**src/rtl/multicycle_controller_if.sv**
```systemverilog
// ---------------------------------------------------------------------------
// multicycle_controller_if
// Groups every signal that passes between the multicycle controller and the
// ARMv4 datapath, so both sides connect with one port.
//
//   master modport : the controller side (reads IR/flags/ready, drives controls)
//   slave modport  : the datapath side (drives IR/flags/ready, reads controls)
//
//   Instr       32  IR contents: Cond[31:28] Op[27:26] Funct[25:20] Rd[15:12] sh[6:5]
//   ALUFlags     4  {N,Z,C,V} from the ALU, current cycle
//   MemReady     1  memory completes the current access this cycle
//   PCWrite/IRWrite/RegWrite/MemRead/MemWrite   1-bit enables and requests
//   AdrSrc, ALUSrcA, ALUSrcB, ResultSrc, ImmSrc, RegSrc   datapath mux selects
//   ALUControl   4  ALU operation code
//   FlagsQ       4  registered {N,Z,C,V}
//   State        4  FSM state code (debug)
//   Fault        1  one-cycle pulse on fetch timeout
// ---------------------------------------------------------------------------
interface multicycle_controller_if;
    logic [31:0] Instr;
    logic [3:0]  ALUFlags;
    logic        MemReady;

    logic        PCWrite;
    logic        IRWrite;
    logic        AdrSrc;
    logic        MemRead;
    logic        MemWrite;
    logic        RegWrite;
    logic        ALUSrcA;
    logic [1:0]  ALUSrcB;
    logic [1:0]  ResultSrc;
    logic [3:0]  ALUControl;
    logic [1:0]  ImmSrc;
    logic [1:0]  RegSrc;
    logic [3:0]  FlagsQ;
    logic [3:0]  State;
    logic        Fault;

    modport master (
        input  Instr, ALUFlags, MemReady,
        output PCWrite, IRWrite, AdrSrc, MemRead, MemWrite, RegWrite,
               ALUSrcA, ALUSrcB, ResultSrc, ALUControl, ImmSrc, RegSrc,
               FlagsQ, State, Fault
    );

    modport slave (
        output Instr, ALUFlags, MemReady,
        input  PCWrite, IRWrite, AdrSrc, MemRead, MemWrite, RegWrite,
               ALUSrcA, ALUSrcB, ResultSrc, ALUControl, ImmSrc, RegSrc,
               FlagsQ, State, Fault
    );
endinterface

```
**src/rtl/multicycle_controller.sv**
```systemverilog
// ---------------------------------------------------------------------------
// multicycle_controller
// Multicycle sequencer for the ARMv4 core. One FSM steps the shared ALU,
// memory port and register file through fetch, decode, execute and
// writeback. It also owns the NZCV flags register and the condition check.
//
// Ports:
//   clk    rising-edge system clock
//   reset  asynchronous, active-high; forces all enables/requests low
//   bus    multicycle_controller_if.master (IR, ALU flags, memory ready in;
//          datapath enables, mux selects, ALUControl, FlagsQ, State, Fault out)
//
// Parameter:
//   FETCH_TIMEOUT  cycles FETCH may wait for MemReady before Fault pulses
//                  (0 disables the check)
// ---------------------------------------------------------------------------
module multicycle_controller #(
    parameter int FETCH_TIMEOUT = 16
) (
    input  logic                    clk,
    input  logic                    reset,
    multicycle_controller_if.master bus
);

    typedef enum logic [3:0] {
        FETCH  = 4'd0,
        DECODE = 4'd1,
        MEMADR = 4'd2,
        MEMRD  = 4'd3,
        MEMWB  = 4'd4,
        MEMWR  = 4'd5,
        EXECR  = 4'd6,
        EXECI  = 4'd7,
        ALUWB  = 4'd8,
        BRANCH = 4'd9
    } state_t;

    // Data-processing classes: they decide writeback and which flags load.
    typedef enum logic [1:0] {
        DP_NONE,
        DP_ARITH,
        DP_LOGIC,
        DP_CMP
    } dp_kind_t;

    localparam logic [3:0] ALU_ADD = 4'b0000;
    localparam logic [3:0] ALU_SUB = 4'b0001;
    localparam logic [3:0] ALU_AND = 4'b0010;
    localparam logic [3:0] ALU_OR  = 4'b0011;
    localparam logic [3:0] ALU_XOR = 4'b0100;
    localparam logic [3:0] ALU_NOT = 4'b0101;
    localparam logic [3:0] ALU_ROR = 4'b1001;

    localparam int              CW         = (FETCH_TIMEOUT > 1) ? $clog2(FETCH_TIMEOUT) : 1;
    localparam logic [CW-1:0]   WAIT_LIMIT = CW'(FETCH_TIMEOUT - 1);

    state_t      state;
    state_t      next_state;
    logic [3:0]  flags_q;
    logic [CW-1:0] wait_cnt;

    logic [3:0]  cond;
    logic [1:0]  op;
    logic [5:0]  funct;
    logic [1:0]  sh;
    logic        cond_ex;
    logic [3:0]  dp_alu;
    dp_kind_t    dp_kind;
    logic        fetch_waiting;
    logic        timeout_hit;

    logic        pc_write;
    logic        ir_write;
    logic        adr_src;
    logic        mem_read;
    logic        mem_write;
    logic        reg_write;
    logic        alu_src_a;
    logic [1:0]  alu_src_b;
    logic [1:0]  result_src;
    logic [3:0]  alu_control;
    logic [1:0]  imm_src;
    logic [1:0]  reg_src;

    logic        unused_instr_bits;

    assign cond  = bus.Instr[31:28];
    assign op    = bus.Instr[27:26];
    assign funct = bus.Instr[25:20];
    assign sh    = bus.Instr[6:5];

    // Register numbers and the remaining immediate bits belong to the datapath.
    assign unused_instr_bits = ^{bus.Instr[19:16], bus.Instr[11:7], bus.Instr[4:0]};

    // Condition check against the registered flags, ARM encoding.
    // 1110 is "always"; 1111 is treated as never.
    always_comb begin
        cond_ex = 1'b0;
        case (cond)
            4'b0000: cond_ex = flags_q[2];
            4'b0001: cond_ex = !flags_q[2];
            4'b0010: cond_ex = flags_q[1];
            4'b0011: cond_ex = !flags_q[1];
            4'b0100: cond_ex = flags_q[3];
            4'b0101: cond_ex = !flags_q[3];
            4'b0110: cond_ex = flags_q[0];
            4'b0111: cond_ex = !flags_q[0];
            4'b1000: cond_ex = flags_q[1] && !flags_q[2];
            4'b1001: cond_ex = !flags_q[1] || flags_q[2];
            4'b1010: cond_ex = (flags_q[3] == flags_q[0]);
            4'b1011: cond_ex = (flags_q[3] != flags_q[0]);
            4'b1100: cond_ex = !flags_q[2] && (flags_q[3] == flags_q[0]);
            4'b1101: cond_ex = flags_q[2] || (flags_q[3] != flags_q[0]);
            4'b1110: cond_ex = 1'b1;
            default: cond_ex = 1'b0;
        endcase
    end

    // Data-processing decode from Funct[4:1]. Anything not listed runs as an
    // ADD with no writeback and no flag update, so it behaves like a NOP.
    always_comb begin
        dp_alu  = ALU_ADD;
        dp_kind = DP_NONE;
        case (funct[4:1])
            4'b0000: begin dp_alu = ALU_AND; dp_kind = DP_LOGIC; end
            4'b0001: begin dp_alu = ALU_XOR; dp_kind = DP_LOGIC; end
            4'b0010: begin dp_alu = ALU_SUB; dp_kind = DP_ARITH; end
            4'b0100: begin dp_alu = ALU_ADD; dp_kind = DP_ARITH; end
            4'b1100: begin dp_alu = ALU_OR;  dp_kind = DP_LOGIC; end
            4'b1111: begin dp_alu = ALU_NOT; dp_kind = DP_LOGIC; end
            4'b1101: begin
                if (sh == 2'b11) begin
                    dp_alu  = ALU_ROR;
                    dp_kind = DP_LOGIC;
                end
            end
            4'b1010: begin dp_alu = ALU_SUB; dp_kind = DP_CMP; end
            default: begin dp_alu = ALU_ADD; dp_kind = DP_NONE; end
        endcase
    end

    // A fetch that waits FETCH_TIMEOUT cycles raises Fault for one cycle and
    // restarts the count; the read request itself is never abandoned.
    assign fetch_waiting = (state == FETCH) && !bus.MemReady;
    assign timeout_hit   = (FETCH_TIMEOUT != 0) && fetch_waiting && (wait_cnt == WAIT_LIMIT);

    always_ff @(posedge clk or posedge reset) begin
        if (reset) begin
            wait_cnt <= '0;
        end else if (timeout_hit || !fetch_waiting) begin
            wait_cnt <= '0;
        end else begin
            wait_cnt <= wait_cnt + 1'b1;
        end
    end

    // Flags load at the end of an EXEC cycle. Arithmetic and CMP take all of
    // NZCV; logic ops and ROR take only N and Z so C and V survive.
    always_ff @(posedge clk or posedge reset) begin
        if (reset) begin
            flags_q <= 4'b0000;
        end else if (state == EXECR || state == EXECI) begin
            if (dp_kind == DP_CMP || (dp_kind == DP_ARITH && funct[0])) begin
                flags_q <= bus.ALUFlags;
            end else if (dp_kind == DP_LOGIC && funct[0]) begin
                flags_q[3:2] <= bus.ALUFlags[3:2];
            end
        end
    end

    // State register.
    always_ff @(posedge clk or posedge reset) begin
        if (reset) begin
            state <= FETCH;
        end else begin
            state <= next_state;
        end
    end

    // Next state and per-state datapath controls. Everything defaults to 0
    // with the ALU on ADD; unused state codes fall back to FETCH.
    always_comb begin
        next_state  = FETCH;
        pc_write    = 1'b0;
        ir_write    = 1'b0;
        adr_src     = 1'b0;
        mem_read    = 1'b0;
        mem_write   = 1'b0;
        reg_write   = 1'b0;
        alu_src_a   = 1'b0;
        alu_src_b   = 2'b00;
        result_src  = 2'b00;
        alu_control = ALU_ADD;
        imm_src     = 2'b00;
        reg_src     = 2'b00;

        case (state)
            FETCH: begin
                mem_read   = 1'b1;
                alu_src_a  = 1'b1;
                alu_src_b  = 2'b10;
                result_src = 2'b10;
                if (bus.MemReady) begin
                    pc_write   = 1'b1;
                    ir_write   = 1'b1;
                    next_state = DECODE;
                end else begin
                    next_state = FETCH;
                end
            end

            DECODE: begin
                alu_src_a = 1'b1;
                alu_src_b = 2'b10;
                case (op)
                    2'b01:   imm_src = 2'b01;
                    2'b10:   imm_src = 2'b10;
                    default: imm_src = 2'b00;
                endcase
                reg_src = {op == 2'b01, op == 2'b10};
                if (!cond_ex) begin
                    next_state = FETCH;
                end else begin
                    case (op)
                        2'b00:   next_state = funct[5] ? EXECI : EXECR;
                        2'b01:   next_state = MEMADR;
                        2'b10:   next_state = BRANCH;
                        default: next_state = FETCH;
                    endcase
                end
            end

            MEMADR: begin
                alu_src_b  = 2'b01;
                imm_src    = 2'b01;
                reg_src[1] = !funct[0];
                next_state = funct[0] ? MEMRD : MEMWR;
            end

            MEMRD: begin
                adr_src    = 1'b1;
                mem_read   = 1'b1;
                next_state = bus.MemReady ? MEMWB : MEMRD;
            end

            MEMWB: begin
                result_src = 2'b01;
                reg_write  = 1'b1;
                next_state = FETCH;
            end

            MEMWR: begin
                adr_src    = 1'b1;
                mem_write  = 1'b1;
                next_state = bus.MemReady ? FETCH : MEMWR;
            end

            EXECR, EXECI: begin
                alu_src_b   = (state == EXECI) ? 2'b01 : 2'b00;
                alu_control = dp_alu;
                next_state  = (dp_kind == DP_CMP || dp_kind == DP_NONE) ? FETCH : ALUWB;
            end

            ALUWB: begin
                reg_write  = 1'b1;
                next_state = FETCH;
            end

            BRANCH: begin
                reg_src    = 2'b01;
                alu_src_b  = 2'b01;
                imm_src    = 2'b10;
                result_src = 2'b10;
                pc_write   = 1'b1;
                next_state = FETCH;
            end

            default: next_state = FETCH;
        endcase
    end

    // Reset kills every enable and request immediately, even mid-access.
    assign bus.PCWrite    = pc_write  && !reset;
    assign bus.IRWrite    = ir_write  && !reset;
    assign bus.MemRead    = mem_read  && !reset;
    assign bus.MemWrite   = mem_write && !reset;
    assign bus.RegWrite   = reg_write && !reset;
    assign bus.Fault      = timeout_hit && !reset;
    assign bus.AdrSrc     = adr_src;
    assign bus.ALUSrcA    = alu_src_a;
    assign bus.ALUSrcB    = alu_src_b;
    assign bus.ResultSrc  = result_src;
    assign bus.ALUControl = alu_control;
    assign bus.ImmSrc     = imm_src;
    assign bus.RegSrc     = reg_src;
    assign bus.FlagsQ     = flags_q;
    assign bus.State      = state;

endmodule

```
**src/flat_wrapper.sv**
```systemverilog
// flat-port wrapper written by rule: the top's interface ports become plain ports
module multicycle_controller_flat 
#(
    parameter int FETCH_TIMEOUT = 16
)
  (clk, reset, bus_Instr, bus_ALUFlags, bus_MemReady, bus_PCWrite, bus_IRWrite, bus_AdrSrc, bus_MemRead, bus_MemWrite, bus_RegWrite, bus_ALUSrcA, bus_ALUSrcB, bus_ResultSrc, bus_ALUControl, bus_ImmSrc, bus_RegSrc, bus_FlagsQ, bus_State, bus_Fault);
  multicycle_controller_if bus_i ();
  input  logic clk;
  input  logic reset;
  input wire logic [$bits(bus_i.Instr)-1:0] bus_Instr;
  input wire logic [$bits(bus_i.ALUFlags)-1:0] bus_ALUFlags;
  input wire logic [$bits(bus_i.MemReady)-1:0] bus_MemReady;
  output wire logic [$bits(bus_i.PCWrite)-1:0] bus_PCWrite;
  output wire logic [$bits(bus_i.IRWrite)-1:0] bus_IRWrite;
  output wire logic [$bits(bus_i.AdrSrc)-1:0] bus_AdrSrc;
  output wire logic [$bits(bus_i.MemRead)-1:0] bus_MemRead;
  output wire logic [$bits(bus_i.MemWrite)-1:0] bus_MemWrite;
  output wire logic [$bits(bus_i.RegWrite)-1:0] bus_RegWrite;
  output wire logic [$bits(bus_i.ALUSrcA)-1:0] bus_ALUSrcA;
  output wire logic [$bits(bus_i.ALUSrcB)-1:0] bus_ALUSrcB;
  output wire logic [$bits(bus_i.ResultSrc)-1:0] bus_ResultSrc;
  output wire logic [$bits(bus_i.ALUControl)-1:0] bus_ALUControl;
  output wire logic [$bits(bus_i.ImmSrc)-1:0] bus_ImmSrc;
  output wire logic [$bits(bus_i.RegSrc)-1:0] bus_RegSrc;
  output wire logic [$bits(bus_i.FlagsQ)-1:0] bus_FlagsQ;
  output wire logic [$bits(bus_i.State)-1:0] bus_State;
  output wire logic [$bits(bus_i.Fault)-1:0] bus_Fault;
  assign bus_i.Instr = bus_Instr;
  assign bus_i.ALUFlags = bus_ALUFlags;
  assign bus_i.MemReady = bus_MemReady;
  assign bus_PCWrite = bus_i.PCWrite;
  assign bus_IRWrite = bus_i.IRWrite;
  assign bus_AdrSrc = bus_i.AdrSrc;
  assign bus_MemRead = bus_i.MemRead;
  assign bus_MemWrite = bus_i.MemWrite;
  assign bus_RegWrite = bus_i.RegWrite;
  assign bus_ALUSrcA = bus_i.ALUSrcA;
  assign bus_ALUSrcB = bus_i.ALUSrcB;
  assign bus_ResultSrc = bus_i.ResultSrc;
  assign bus_ALUControl = bus_i.ALUControl;
  assign bus_ImmSrc = bus_i.ImmSrc;
  assign bus_RegSrc = bus_i.RegSrc;
  assign bus_FlagsQ = bus_i.FlagsQ;
  assign bus_State = bus_i.State;
  assign bus_Fault = bus_i.Fault;
  multicycle_controller #(.FETCH_TIMEOUT(FETCH_TIMEOUT)) u_core (.clk(clk), .reset(reset), .bus(bus_i));
endmodule
```
**config.mk**
```make
export PLATFORM = sky130hd
export DESIGN_NAME = multicycle_controller_flat
export DESIGN_NICKNAME = d
export VERILOG_FILES = /design/src/rtl/multicycle_controller_if.sv /design/src/rtl/multicycle_controller.sv /design/src/flat_wrapper.sv
export SDC_FILE = /design/constraint.sdc
export NUM_CORES = 1
export LEC_CHECK = 0
export ABC_AREA = 1
export BUFFER_PORTS_ARGS = -buffer_cell sky130_fd_sc_hd__buf_4
export CAP_MARGIN = 25
export CORE_MARGIN = 2
export CORE_UTILIZATION = 39
export CTS_CLUSTER_DIAMETER = 200
export DETAILED_ROUTE_END_ITERATION = 10
export PLACE_DENSITY = 0.76
export SLEW_MARGIN = 40
export SYNTH_ARGS = -nofsm -noshare
export SYNTH_HDL_FRONTEND = slang
export SYNTH_SLANG_ARGS = --single-unit
```
**constraint.sdc**
```tcl
create_clock -name clk -period 1.4 [get_ports clk]
set_input_delay 0.28 -clock clk [delete_from_list [all_inputs] [get_ports clk]]
set_output_delay 0.28 -clock clk [all_outputs]
set_load 0.01 [all_outputs]
```
==> metrics.md <==
| Metric | Value |
|---|---|
| Cell type with the largest total area after synthesis | `dfrtp_1` |
| Weighted congestion reported at the end of routability-driven placement | `0.846` |
| Detailed router's first-iteration violation count | `60` |
| Headroom to the max-slew limit | `66.6%` |
| Part of the power in combinational logic | `70.8%` |
| Data required time of the critical path | `1120 ps` |
| Final setup TNS | `-5950 ps` |
| Startpoint class of the critical path | `register` |
| Global-route wire length before repair | `5690 um` |
| Core Rows | `19` |
| Detailed-route wire length per cell | `approximately 13 um` |
| Register area share after synthesis | `26.9%` |
| Status | `finished, violations left` |
| Leading cell types by total area after synthesis | `dfrtp_1 27%, nand2_1 18%, inv_1 11%` |
| Grt met3 use | `~2.7%` |
| DR vias/cell | `roughly 5.1` |
| Final hold violation count | `0` |
| Worst Hold Margin | `59.4 ps` |
| Placed cell count | `287` |
| Global route total overflow | `0` |
| Critical path capture point type | `primary output` |
| Overall global routing resource usage | `21.7%` |
| Fill cells | `200` |
| Detailed-route via count | `between 1500 and 2000` |
| Class of the tightest hold or removal check | `input port to asynchronous set/reset pin` |
| Fraction of power consumed by the clock network | `10.1%` |
| First-pass iteration count of the detailed router | `4` |
| Post-synthesis share of cell area spent on and, or, nand and nor gates | `42.4%` |
| Fraction of synthesized area in multiplexers | `0%` |
| Count of max-cap constraint violations | `0` |
| Leak Pwr | `about 1.1 nW` |
| I/O pin count | `67` |
| Largest vdd supply drop | `roughly 0.0015 V` |
| Maximum number of pins on one net before global-route repair | `13` |
| Maximum net fanout on the critical path | `4` |
| Worst-case setup margin in the final layout | `-402 ps` |
| Die outline height | `approximately 58 um` |
| Most used routing layer | `met2` |
| Mapped Avg Cell Area | `5.97 um^2` |
| Width of the die | `57.5 um` |
| FF+latch count, synth | `12` |
| Final count of pins violating max slew | `0` |
| Worst-skew pair later-pin latency | `290 ps` |
| Effective utilization at floorplan | `40.9%` |
| Total number of yosys warnings | `0` |
| Via count of the first global-routing pass | `1355` |
| Layout area overhead | `92.2%` |
| Fraction of power spent switching nets | `45.5%` |
| Gate Count Post-Synth | `187` |
| Synth cell types | `24` |
| PwrDens | `1390 nW/um^2` |
| ANT cells | `0` |
| Final critical path time including I/O delays and setup | `1800 ps` |
| Predominant post-synthesis flop cell | `dfrtp_1` |
| H-tree Lvls | `1` |
| Fraction of the mapped netlist area in compound gates | `12.2%` |
| Residual DRC | `0` |
| CTS sink count | `12` |
| Power share of the sequential group | `19.1%` |
| Antenna violations before repair | `0` |
| EDFF count, synth | `0` |
| Final setup fails | `24` |
| Hold buffer count at cts | `0` |
| Port buffer count | `48` |
| Netlist Area Pre-Place | `1120 um^2` |
| Synth Area in Adders | `4.48%` |
| Non-Filler Cell Area, Final | `approximately 2100 um^2` |
| Total core area | `2730 um^2` |
| Final worst-path cycle share | `129%` |
| Crit Path Category | `register to primary output` |
| Dominant cell by count in the synthesized netlist | `nand2_1` |
| Post-Layout Cell Count | `301` |
| Fraction of met2 tracks used by global routing | `approximately two fifths` |
| Clock-pin slew on the worst setup and hold paths | `~90 ps` |
| Layout cells sized above 1 | `52.2%` |
| Buffer cell driving the clock tree root | `clkbuf_4` |
| Final Skew | `4.37 ps` |
| Routed WL | `approximately 4000 um` |
| Net count after synthesis | `230` |
| Leading post-synthesis cells by instance count | `54 x nand2_1, 32 x inv_1, 30 x nor2_1` |
| CTS Buf Count | `3` |
| Final Net Count | `314` |
| Clock tree from TritonCTS | `done` |
| CTS max path bufs | `2` |
| Standard cell area after detailed placement | `1720 um^2` |
| Total die area | `3310 um^2` |
| GRT met1 Usage | `26.3%` |
| DPL Wire Length | `2500 um` |
| Net Sw Power | `0.00136 W` |
| Internal Power | `0.00163 W` |
| Failing checks | `negative setup slack` |
| RSZ-0062 raised after global routing | `true` |
| Combinational family with the most area after synthesis | `simple AND/OR/NAND/NOR gates` |
| Slew at the pin closest to its max-slew limit | `~500 ps` |
| Async set-reset flop share out of synthesis | `100%` |
| Critical path data arrival time | `1520 ps` |
| Area fraction of the dominant cell type after synthesis | `26.9%` |
| Post-Synth XOR/XNOR Area | `1.57%` |
| Number of antenna-violating nets in the routed design | `0` |
| F_max | `555 MHz` |
[final timing paths]
kind                                      from                   end  slack [ps]  cells after the start
min in group clk               bus_ALUFlags[1]  u_core.bus.FlagsQ[1]         190                      3
setup / recovery           u_core.bus.State[3]           bus_MemRead        -400                      6
max in group asynchronous                reset   u_core.bus.State[1]         980                      2
hold / removal                           reset    u_core.wait_cnt[2]          60                      2
setup reg to reg           u_core.bus.State[3]  u_core.bus.FlagsQ[3]        -110                     10
hold reg to reg             u_core.wait_cnt[0]    u_core.wait_cnt[0]         470                      1
[power groups by stage]
stage               clock network (W)  registers [W]  logic, W
finish                       0.000301       0.000572   0.00212
global route                 0.000330       0.000588   0.00226
CTS                          0.000291       0.000567   0.00177
detailed placement                  0       0.000553   0.00159
global placement                    0       0.000549   0.00157
floorplan                           0       0.000599  0.000738
[final cells by class]
| type | instances | area [um^2] | share of cell area [%] |
|---|---|---|---|
| Clock buffer | 4 | 36.3 | 1.69 |
| Inverter | 35 | 156 | 7.28 |
| Sequential cell | 12 | 302 | 14.0 |
| Tap cell | 31 | 38.8 | 1.81 |
| Multi-Input combinational cell | 139 | 917 | 42.7 |
| Timing Repair Buffer | 80 | 697 | 32.5 |
[flip-flops by register name, indices dropped and copies added (netlist names)]
register           count
u_core.bus.FlagsQ      4
u_core.wait_cnt        4
u_core.bus.State       4
[metal layers]
| layer | up-vias | part of all wire (%) |
|---|---|---|
| met2 | 58 | 55 |
| met1 | 716 | 37 |
| met5 | - | 0 |
| met4 | 0 | 2.1 |
| met3 | 8 | 6.1 |
| li1 | 757 | - |
[layout by cell type, fill, tap and decap left out, types with 2 or more instances in the layout]
cell type,instances
buf_12,2
a21oi_1,5
inv_1,23
nand2_8,3
clkbuf_4,3
a31oi_4,2
o21ai_1,4
nor3_1,4
nand2_1,43
o21ai_0,2
nand3_2,2
dfrtp_1,11
buf_8,2
buf_4,61
a21oi_2,2
nor2_2,6
nor2_4,8
nand3_1,11
nand2_2,8
o21ai_2,2
nand2_4,2
buf_6,15
inv_2,9
nor2_1,18
nor3_2,3
ha_1,2
[per-stage QoR]
stage	total power [W]	utilization (%)	worst slack (ps)
final	0.00299	78.5	-402
after global routing	0.00318	78.5	-461
after CTS	0.00263	69.6	-294
after detailed placement	0.00215	63.0	-345
after global placement	0.00212	63.0	-315
after floorplan	0.00134	-	-74.5
[timing repair]
action,4_1_cts,5_1_grt
setup buffers,4,8
resized for setup,34,55
pin swaps,4,14
endpoints found under the setup margin,23,28
[worst max-delay path, stage by stage (launching register included)]
cell and delay, ps:
dfrtp_1 430, nor2_4 200, inv_2 80, nor3_4 150, inv_2 80, a21oi_2 150, buf_4 140
[logic make-up after synthesis]
logic type	after synthesis
simple gates	111
buf+inv	36
compound gates	22
flops	12
fa+ha+maj	4
xor+xnor	2
(Power assumes the default switching activity.)
